**src/rtl/bottling_pkg.sv**
```systemverilog
`default_nettype none
// ============================================================================
// Module   : bottling_pkg
// Purpose  : State and error-cause encodings shared by the bottling control core
// Revision : 1.0
// ============================================================================
package bottling_pkg;

    typedef enum logic [2:0] {
        ST_SETTING   = 3'd0,
        ST_RUNNING   = 3'd1,
        ST_SWITCHING = 3'd2,
        ST_DONE      = 3'd3,
        ST_ERROR     = 3'd4,
        ST_FATAL     = 3'd5
    } state_t;

    localparam logic [1:0] c_ERR_NONE     = 2'd0;
    localparam logic [1:0] c_ERR_HOPPER   = 2'd1;
    localparam logic [1:0] c_ERR_CONVEYOR = 2'd2;
    localparam logic [1:0] c_ERR_SPILL    = 2'd3;

    function automatic int unsigned bcd_width(input int unsigned digits);
        return 4 * digits;
    endfunction

endpackage
`default_nettype wire

```
**src/rtl/bottling_ctrl_bcd_counter.sv**
```systemverilog
`default_nettype none
// ============================================================================
// Module   : bcd_counter
// Purpose  : Multi-digit BCD up-counter; eq flags that the next count hits target
// Revision : 1.0
// ============================================================================
module bcd_counter
    import bottling_pkg::*;
#(
    parameter int DIGITS = 3
) (
    input  logic                           clk_1khz,
    input  logic                           switch_clr,
    input  logic                           clr,
    input  logic                           inc,
    input  logic [bcd_width(DIGITS)-1:0]   target,
    output logic [bcd_width(DIGITS)-1:0]   q,
    output logic                           eq
);

    logic [bcd_width(DIGITS)-1:0] r_q;
    logic [bcd_width(DIGITS)-1:0] w_q_inc;
    logic [DIGITS-1:0]            w_carry;

    assign w_carry[0] = 1'b1;

    for (genvar i = 0; i < DIGITS; i++) begin : g_digit
        logic [3:0] w_d;
        assign w_d = r_q[4*i +: 4];
        assign w_q_inc[4*i +: 4] = !w_carry[i]     ? w_d  :
                                   (w_d == 4'd9)   ? 4'd0 : w_d + 4'd1;
        if (i < DIGITS - 1) begin : g_ripple
            assign w_carry[i+1] = w_carry[i] & (w_d == 4'd9);
        end
    end

    always_ff @(posedge clk_1khz or posedge switch_clr) begin
        if (switch_clr) begin
            r_q <= '0;
        end else if (clr) begin
            r_q <= '0;
        end else if (inc) begin
            r_q <= w_q_inc;
        end
    end

    assign q  = r_q;
    // Look-ahead compare lets the caller act on completion in the counting cycle.
    assign eq = (w_q_inc == target);

endmodule
`default_nettype wire

```
**src/rtl/bottling_ctrl.sv**
```systemverilog
`default_nettype none
// ============================================================================
// Module   : bottling_ctrl
// Purpose  : Pill/bottle BCD counting and fill/switch/fault sequencing
// Revision : 1.0
// ============================================================================
module bottling_ctrl
    import bottling_pkg::*;
#(
    parameter int PILL_DIGITS   = 3,
    parameter int BOTTLE_DIGITS = 2,
    parameter int TICK_DIV      = 1000,
    parameter int SWITCH_SEC    = 2,
    parameter int HOPPER_SEC    = 5,
    parameter int ERROR_SEC     = 10
) (
    input  logic                                 clk_1khz,
    input  logic                                 switch_clr,
    input  logic                                 start,
    input  logic                                 ack,
    input  logic                                 estop,
    input  logic                                 pill_in,
    input  logic                                 conveyor_ok,
    input  logic [bcd_width(PILL_DIGITS)-1:0]    target_pills,
    input  logic [bcd_width(BOTTLE_DIGITS)-1:0]  target_bottles,
    output logic [2:0]                           state,
    output logic [bcd_width(PILL_DIGITS)-1:0]    now_pills,
    output logic [bcd_width(BOTTLE_DIGITS)-1:0]  now_bottles,
    output logic [1:0]                           err_cause,
    output logic                                 bottle_done,
    output logic                                 chime
);

    localparam int c_MAX_SW_HOP = (SWITCH_SEC > HOPPER_SEC) ? SWITCH_SEC : HOPPER_SEC;
    localparam int c_MAX_SEC    = (c_MAX_SW_HOP > ERROR_SEC) ? c_MAX_SW_HOP : ERROR_SEC;
    localparam int c_SEC_W      = $clog2(c_MAX_SEC + 1);
    localparam int c_PRE_W      = $clog2(TICK_DIV);
    localparam logic [c_PRE_W-1:0] c_PRE_LAST = c_PRE_W'(TICK_DIV - 1);

    state_t                              r_state;
    logic [1:0]                          r_cause;
    logic                                r_done;
    logic                                r_chime;
    logic                                r_pill_prev;
    logic [bcd_width(PILL_DIGITS)-1:0]   r_tgt_pills;
    logic [bcd_width(BOTTLE_DIGITS)-1:0] r_tgt_bottles;
    logic [c_SEC_W-1:0]                  r_sec;
    logic [c_PRE_W-1:0]                  r_pre;

    state_t             w_next;
    logic [1:0]         w_next_cause;
    logic [c_SEC_W-1:0] w_load_sec;
    logic               w_pill_edge;
    logic               w_expire;
    logic               w_count;
    logic               w_pill_inc;
    logic               w_pill_clr;
    logic               w_pill_eq;
    logic               w_bot_inc;
    logic               w_bot_clr;
    logic               w_bot_eq;
    logic               w_latch;
    logic               w_reload;
    logic               w_done;

    assign w_pill_edge = pill_in & ~r_pill_prev;
    assign w_expire    = (r_sec == c_SEC_W'(1)) && (r_pre == c_PRE_LAST);

    always_comb begin
        w_next       = r_state;
        w_next_cause = r_cause;
        w_count      = 1'b0;
        w_pill_inc   = 1'b0;
        w_pill_clr   = 1'b0;
        w_bot_inc    = 1'b0;
        w_bot_clr    = 1'b0;
        w_latch      = 1'b0;
        w_reload     = 1'b0;
        w_done       = 1'b0;
        w_load_sec   = '0;

        if (estop) begin
            w_next       = ST_FATAL;
            w_next_cause = c_ERR_SPILL;
        end else begin
            case (r_state)
                ST_SETTING: begin
                    if (start && (|target_pills) && (|target_bottles)) begin
                        w_latch      = 1'b1;
                        w_pill_clr   = 1'b1;
                        w_bot_clr    = 1'b1;
                        w_next_cause = c_ERR_NONE;
                        w_next       = ST_RUNNING;
                    end
                end
                ST_RUNNING: begin
                    if (w_pill_edge) begin
                        w_count = 1'b1;
                    end else if (w_expire) begin
                        w_next       = ST_ERROR;
                        w_next_cause = c_ERR_HOPPER;
                    end
                end
                ST_SWITCHING: begin
                    if (w_pill_edge) begin
                        w_next       = ST_FATAL;
                        w_next_cause = c_ERR_SPILL;
                    end else if (w_expire) begin
                        if (conveyor_ok) begin
                            w_pill_clr = 1'b1;
                            w_next     = ST_RUNNING;
                        end else begin
                            w_next       = ST_ERROR;
                            w_next_cause = c_ERR_CONVEYOR;
                        end
                    end
                end
                ST_ERROR: begin
                    // Recovery takes priority over escalation when both land together.
                    if ((r_cause == c_ERR_HOPPER) && w_pill_edge) begin
                        w_count = 1'b1;
                    end else if ((r_cause == c_ERR_CONVEYOR) && conveyor_ok) begin
                        w_pill_clr = 1'b1;
                        w_next     = ST_RUNNING;
                    end else if (w_expire) begin
                        w_next = ST_FATAL;
                    end
                end
                ST_DONE, ST_FATAL: begin
                    if (ack) begin
                        w_next = ST_SETTING;
                    end
                end
                default: w_next = ST_SETTING;
            endcase
        end

        if (w_count) begin
            w_pill_inc = 1'b1;
            w_reload   = 1'b1;
            w_next     = ST_RUNNING;
            if (w_pill_eq) begin
                w_bot_inc = 1'b1;
                w_done    = 1'b1;
                w_next    = w_bot_eq ? ST_DONE : ST_SWITCHING;
            end
        end

        case (w_next)
            ST_RUNNING:   w_load_sec = c_SEC_W'(HOPPER_SEC);
            ST_SWITCHING: w_load_sec = c_SEC_W'(SWITCH_SEC);
            ST_ERROR:     w_load_sec = c_SEC_W'(ERROR_SEC);
            default:      w_load_sec = '0;
        endcase
    end

    always_ff @(posedge clk_1khz or posedge switch_clr) begin
        if (switch_clr) begin
            r_state       <= ST_SETTING;
            r_cause       <= c_ERR_NONE;
            r_done        <= 1'b0;
            r_chime       <= 1'b0;
            r_pill_prev   <= 1'b1;
            r_tgt_pills   <= '0;
            r_tgt_bottles <= '0;
            r_sec         <= '0;
            r_pre         <= '0;
        end else begin
            r_state     <= w_next;
            r_cause     <= w_next_cause;
            r_done      <= w_done;
            r_chime     <= (w_next == ST_RUNNING) && (r_state != ST_RUNNING);
            r_pill_prev <= pill_in;
            if (w_latch) begin
                r_tgt_pills   <= target_pills;
                r_tgt_bottles <= target_bottles;
            end
            // Seconds timer: reload on any state change or counted pill.
            if ((w_next != r_state) || w_reload) begin
                r_pre <= '0;
                r_sec <= w_load_sec;
            end else if (r_pre == c_PRE_LAST) begin
                r_pre <= '0;
                if (r_sec != '0) begin
                    r_sec <= r_sec - 1'b1;
                end
            end else begin
                r_pre <= r_pre + 1'b1;
            end
        end
    end

    bcd_counter #(.DIGITS(PILL_DIGITS)) u_pills (
        .clk_1khz   (clk_1khz),
        .switch_clr (switch_clr),
        .clr        (w_pill_clr),
        .inc        (w_pill_inc),
        .target     (r_tgt_pills),
        .q          (now_pills),
        .eq         (w_pill_eq)
    );

    bcd_counter #(.DIGITS(BOTTLE_DIGITS)) u_bottles (
        .clk_1khz   (clk_1khz),
        .switch_clr (switch_clr),
        .clr        (w_bot_clr),
        .inc        (w_bot_inc),
        .target     (r_tgt_bottles),
        .q          (now_bottles),
        .eq         (w_bot_eq)
    );

    assign state       = r_state;
    assign err_cause   = r_cause;
    assign bottle_done = r_done;
    assign chime       = r_chime;

endmodule
`default_nettype wire

```
**config.mk**
```make
export PLATFORM = sky130hd
export DESIGN_NAME = bottling_ctrl
export DESIGN_NICKNAME = d
export VERILOG_FILES = /design/src/rtl/bottling_pkg.sv /design/src/rtl/bottling_ctrl_bcd_counter.sv /design/src/rtl/bottling_ctrl.sv
export SDC_FILE = /design/constraint.sdc
export NUM_CORES = 1
export LEC_CHECK = 0
export ABC_CLOCK_PERIOD_IN_PS = 2600
export BUFFER_PORTS_ARGS = -buffer_cell sky130_fd_sc_hd__buf_4
export CORE_UTILIZATION = 45
export DETAILED_ROUTE_END_ITERATION = 10
export PLACE_DENSITY = 0.67
export SLEW_MARGIN = 20
export SYNTH_ARGS = -nofsm -noshare
export SYNTH_HDL_FRONTEND = slang
export SYNTH_SLANG_ARGS = --single-unit
```
**constraint.sdc**
```tcl
create_clock -name clk_1khz -period 2.6 [get_ports clk_1khz]
set_input_delay 0.52 -clock clk_1khz [delete_from_list [all_inputs] [get_ports clk_1khz]]
set_output_delay 0.52 -clock clk_1khz [all_outputs]
set_load 0.01 [all_outputs]
```
== Yosys cells after proc, flatten, opt, wreduce, memory -nomap -nowiden ==
Cells that the tools add are included.
Word-level totals
  output and inout port bits: 27
  register bits after elaboration: 62
  input bits: 27
Operators by class
  add/sub/neg operators: 7
  bitwise operators: 3
  mux-type cells: 58
  eq/ne operators: 26
  reductions and logical operators: 19
Operators by type and width (number)
  $mux W4: 11
  $mux W3: 12
  $mux W12: 2
  $add A4 B1 Y4 const B: 5
  $eq A4 B4 Y1 const B: 5
  $mux W10: 2
  $mux W1: 16
  $mux W2: 8
  $mux W8: 2
  $pmux W3 S5: 1
  $eq A12 B12 Y1: 1
  $pmux W4 S3: 1
  $reduce_or A12 Y1: 1
  $add A10 B1 Y10 const B: 1
  $eq A10 B10 Y1 const B: 1
  $eq A3 B2 Y1 const B: 3
  $eq A3 B3 Y1 const B: 3
  $ne A3 B3 Y1 const B: 3
  $eq A8 B8 Y1: 1
  $ne A4 B4 Y1 const B: 2
  $reduce_bool A2 Y1: 4
  $reduce_bool A4 Y1: 2
  $reduce_or A8 Y1: 1
  $eq A3 B1 Y1 const B: 2
  other kinds (17): 23

== Logic depth before layout (Yosys ltp) ==
  word-level depth: 12
  gate-level depth with buffers: 13
  gate-level depth less buffers: 11

== Cells and area by module ==
Synthesis repeated with hierarchy kept, for this count alone.
Unflattened totals
  cell total of the unflattened synthesis: 450
  area, all modules: 4134.0 µm²
Modules (own cells, without submodules)
  bottling_ctrl: area an instance 2288.4 µm², cells each 219, seq. area each 1052.3 µm², instances 1
  bcd_counter at u_pills: area an instance 1103.6 µm², cells each 138, seq. area each 300.3 µm², instances 1
  bcd_counter at u_bottles: area an instance 742.0 µm², cells each 93, seq. area each 200.2 µm², instances 1

== Worst setup path after synthesis ==
No wires, ideal clock.
  kind: register to register
  start: register u_pills.r_q[4], in the netlist u_pills.q[4]
  end: register r_pre[1]
  library setup time: 0.128 ns
  cell stages (with the launch flop): 13
  data arrival time: 2.543 ns
  slack: -0.070 ns
  cell sequence: dfrtp_1 > ha_1 > and3b_1 > buf_2 > o211ai_1 > and3_1 > o221ai_1 > nor4_2 > and4bb_2 > nand3b_1 > nand4_4 > buf_6 > nor3b_2
Between the ends
  word-level cells in the longest chain between the ends: 9
Ends and longest elaborated chain
  start: declaration: line bottling_ctrl_bcd_counter.sv:21  | logic [bcd_width(DIGITS)-1:0] r_q;
  start signal: assignment: line bottling_ctrl_bcd_counter.sv:43  | r_q <= w_q_inc;
  $add A4 B1 Y4 / $eq A4 B4 Y1 (equally long branches): line bottling_ctrl_bcd_counter.sv:31, bottling_ctrl_bcd_counter.sv:33
  $mux W4 / $and A1 B1 Y1 (equally long branches): line bottling_ctrl_bcd_counter.sv:31, bottling_ctrl_bcd_counter.sv:33
  $mux W4: line bottling_ctrl_bcd_counter.sv:30  | assign w_q_inc[4*i +: 4] = !w_carry[i] ? w_d :
  $eq A12 B12 Y1 (*): line bottling_ctrl_bcd_counter.sv:49  | assign eq = (w_q_inc == target);
  $mux W2 (*): line bottling_ctrl.sv:142  | if (w_pill_eq) begin
  $mux W3 (*): line bottling_ctrl.sv:138  | if (w_count) begin
  $ne A3 B3 Y1 (*): line bottling_ctrl.sv:179  | if ((w_next != r_state) || w_reload) begin
  $logic_or A1 B1 Y1 (*): line bottling_ctrl.sv:179
  $mux W10 (*): line bottling_ctrl.sv:179
  end signal: assignment: line bottling_ctrl.sv:188  | r_pre <= r_pre + 1'b1;
  end: declaration: line bottling_ctrl.sv:48  | logic [c_PRE_W-1:0] r_pre;
Mark *: on every way between the ends. The rest lies on a longest branch, timed or not.
A chain may end at the register's enable or synchronous reset.

== Worst setup path in the final report ==
  start: register u_pills.r_q[2], in the netlist u_pills.q[2]
  end: register r_pre[9]
Between the ends
  word-level cells in the longest chain between the ends: 9
Ends and longest elaborated chain (line)
  parallel branches: the longest is 3 deep, another holds $add A4 B1 Y4
  $eq A12 B12 Y1 (*): bottling_ctrl_bcd_counter.sv:49
  $mux W2 (*): bottling_ctrl.sv:142
  $mux W3 (*): bottling_ctrl.sv:138
  $ne A3 B3 Y1 (*): bottling_ctrl.sv:179
  $logic_or A1 B1 Y1 (*): bottling_ctrl.sv:179
  $mux W10 (*): bottling_ctrl.sv:179
Every way passes the cells marked *.

==> load_flow_metrics.sql <==
INSERT INTO impl_metrics (metric_group, metric, value, unit) VALUES
('die', 'dieHeight', '95.8', 'um'),
('route', 'firstDrtPassIters', '4', ''),
('die', 'die_span_x', '95.8', 'um'),
('timing', 'finalSetupViolCount', '13', ''),
('route', 'route.detailed.wl_per_inst', '14.9', 'um'),
('finish', 'share_of_the_core_filled_with_cells', '65.2', '%'),
('global_route', 'grt_pass1_wl', '16700', 'um'),
('timing', 'layout_setup_ws', '-51.4', 'ps'),
('critical_path', 'startpoint_type', 'flop', ''),
('job', 'cap_viol_max_count', '0', ''),
('logic_synthesis', 'syn_avg_cell_area', '8.44', 'um2'),
('critical_path', 'path_buf_inv', '2', ''),
('placement', 'hpwlAfterDp', '7300', 'um'),
('finish', 'leading_cell_type_in_the_layout_fill_and_taps_excluded', 'sky130_fd_sc_hd__buf_4', ''),
('die', 'start_util', '47.2', '%'),
('finish', 'filler_cell_count', '726', ''),
('placement', 'buffer_ports.inserted', '53', ''),
('timing', 'report.final.hold_viol_count', '0', ''),
('worst_hold_path', 'worst_min_delay_path_class', 'in -> async', ''),
('global_route', 'grt_antenna_before_repair', '0', ''),
('logic_synthesis', 'async_flop_share', '100', '%'),
('timing', 'fin_tns_setup', '-511', 'ps'),
('cts', 'holdBufCountCts', '0', ''),
('critical_path', 'critical-path-max-stage-delay', '450', 'ps'),
('timing', 'grt_setup_unrepaired', 'yes', ''),
('finish', 'share_of_cells_above_drive_strength_1', '34.3', '%'),
('cts', 'cts.htree.levels', '3', ''),
('die', 'placeableCoreArea', '8380', 'um2'),
('logic_synthesis', 'netlist-cell-type-count', '64', ''),
('logic_synthesis', 'synth_cell_area', '3960', 'um2'),
('global_route', 'gr-usage-all-layers', '23.4', '%'),
('route', 'remaining_drc_errors', '0', ''),
('finish', 'final_nets', '626', ''),
('critical_path', 'worst_setup_path_end_kind', 'flop', ''),
('global_route', 'gr-usage-met3', '2.61', '%'),
('route', 'drt-vias-per-instance', '5.46', ''),
('route', 'routed_wl', '10400', 'um'),
('critical_path', 'maximum_fanout_along_the_worst_path', '7', ''),
('finish', 'flow.area_growth_from_synthesis', '38.1', '%'),
('placement', 'globalplace.congestion', '0.908', ''),
('timing', 'max-slew-margin-rel', '58.3', '%'),
('critical_path', 'timing.critical_path.required', '2860', 'ps'),
('global_route', 'groute.layer.met1.usage', '31.7', '%'),
('pwr', 'vdd.ir_drop.worst', '0.469', 'mV'),
('pwr', 'cellPowerDensity', '737', 'nW/um2'),
('finish', 'final_cell_area_excluding_filler_cells', '5470', 'um2'),
('timing', 'fin_skew', '11.5', 'ps'),
('logic_synthesis', 'yosys_register_bits', '62', ''),
('logic_synthesis', 'edff_count_synth', '0', ''),
('placement', 'placed_area', '4970', 'um2'),
('logic_synthesis', 'synth.yosys.seq_area_share', '39.2', '%'),
('run_status', 'run_status', 'finished, violations left', ''),
('route', 'ant_nets', '0', ''),
('run_status', 'failing_checks', 'setup timing', ''),
('global_route', 'vias_in_the_first_global_route', '3660', ''),
('timing', 'final_period_demand_of_the_worst_path', '2650', 'ps'),
('finish', 'diodes', '0', ''),
('global_route', 'grt.busiest_layer', 'met2', ''),
('logic_synthesis', 'synth.yosys.warnings', '0', ''),
('timing', 'tightestPinTransition', '624', 'ps'),
('cts', 'worstSkewPairLatency', '340', 'ps'),
('die', 'placementRows', '33', ''),
('critical_path', 'crit_type', 'reg -> reg', ''),
('critical_path', 'critical_path.slowest_cell', 'sky130_fd_sc_hd__dfrtp_2', ''),
('global_route', 'grt.overflow.total', '0', ''),
('timing', 'maxSlewViolCount', '0', ''),
('finish', 'final_cell_mix', 'sky130_fd_sc_hd__buf_4 (123), sky130_fd_sc_hd__nand2_1 (93), sky130_fd_sc_hd__dfrtp_1 (57)', ''),
('global_route', 'global_route.usage.met2', '38.8', '%'),
('logic_synthesis', 'cells_after_synthesis', '469', ''),
('global_route', 'maximum_number_of_pins_on_one_net_before_global_route_repair', '29', ''),
('timing', 'finalCritPeriodShare', '102', '%');
==> stage by stage <==
stage / hold WS, ps / setup slack (ps) / power [mW] / std cells
after floorplan: 448 / 27.6 / 2.31 / 469
after global placement: 485 / -9.55 / 2.83 / 676
after detailed placement: 483 / -103 / 2.88 / 676
after CTS: 265 / -14.1 / 3.90 / 694
after global routing: 284 / -182 / 4.28 / 699
final: 267 / -51.4 / 4.03 / 699
==> what timing repair did <==
action / CTS / global route
gates resized for setup: 24 / 25
cloned: 1 / 1
pin swaps: 4 / 2
setup endpoints to repair: 21 / 44
buffers inserted: 1 / 4
==> cells by family (layout without fill, tap and decap cells) <==
kind of cell               Yosys count  after routing  synth area share (%)
and+or+nand+nor                    243            244                  31.4
AOI/OAI and AO/OA                   76             76                  12.1
xor gates and xnor gates            34             34                  7.52
muxes                               11             11                  2.78
adders and majority gates           10             10                  3.16
DFF                                 62             62                  39.2
buffers and inverters               33            157                  3.85
==> layout make-up <==
cell class	count	area [um2]	area share [%]
inverters	12	45.0	0.824
repair buffers	129	1020	18.7
multi-input cells	375	2500	45.7
flip-flops and latches	62	1560	28.5
clock buffers	10	128	2.33
clock inverters	6	86.3	1.58
well taps	105	131	2.40
==> worst paths after layout <==
check                                 startpoint                to  slack [ps]  depth (start not counted)
worst max-delay path                u_pills.q[2]          r_pre[9]         -50                         11
worst min-delay path                  switch_clr    r_tgt_pills[3]         270                          2
worst max register to register      u_pills.q[2]          r_pre[9]         -50                         11
worst min register to register  r_tgt_bottles[2]  r_tgt_bottles[2]         500                          2
max in group asynchronous             switch_clr       r_pill_prev        1690                          3
min in group clk_1khz                    pill_in       r_pill_prev         310                          1
==> routing by layer <==
layer  wire length (um)  vias to the layer above
li1                   -                     1879
met1               4880                     1829
met2               5030                      100
met3                402                        8
met4                 68                        0
met5                  0                        -
==> Yosys cell counts (3+ instances only) <==
cell / instances / area (um2)
sky130_fd_sc_hd__o21ai_0: 20 / 100
sky130_fd_sc_hd__nor4_1: 11 / 68.8
sky130_fd_sc_hd__nor3_2: 7 / 70.1
sky130_fd_sc_hd__dfrtp_1: 61 / 1530
sky130_fd_sc_hd__xor2_1: 15 / 131
sky130_fd_sc_hd__a21oi_1: 22 / 110
sky130_fd_sc_hd__ha_1: 10 / 125
sky130_fd_sc_hd__xnor2_1: 19 / 166
sky130_fd_sc_hd__and3b_1: 3 / 26.3
sky130_fd_sc_hd__buf_2: 7 / 35.0
sky130_fd_sc_hd__nor2b_1: 5 / 31.3
sky130_fd_sc_hd__a22oi_1: 4 / 30.0
sky130_fd_sc_hd__nand2_1: 93 / 349
sky130_fd_sc_hd__nand3_1: 22 / 110
sky130_fd_sc_hd__o31ai_1: 3 / 22.5
sky130_fd_sc_hd__and3_1: 7 / 43.8
sky130_fd_sc_hd__clkbuf_1: 9 / 33.8
sky130_fd_sc_hd__nand4bb_1: 3 / 33.8
sky130_fd_sc_hd__nor2_1: 47 / 176
sky130_fd_sc_hd__buf_4: 3 / 22.5
sky130_fd_sc_hd__nand2b_1: 7 / 43.8
sky130_fd_sc_hd__nor3_1: 13 / 65.1
sky130_fd_sc_hd__nand3b_1: 7 / 52.6
sky130_fd_sc_hd__mux2i_1: 11 / 110
sky130_fd_sc_hd__inv_1: 11 / 41.3
sky130_fd_sc_hd__o211ai_1: 3 / 22.5
==> where the power goes <==
part	total (mW)	switching (mW)	internal [mW]
Clock	0.941	0.402	0.539
Sequential	1.46	0.247	1.21
Combinational	1.63	0.805	0.823
Total	4.03	1.45	2.58
==> state kept, by name (all words and copies together) (netlist names) <==
register	count
u_pills.q	12
r_pre	10
u_bottles.q	8
err_cause	2
r_sec	4
chime	1
bottle_done	1
r_tgt_bottles	8
r_pill_prev	1
state	3
r_tgt_pills	12
Note: power is estimated with default switching activity, not from simulation.
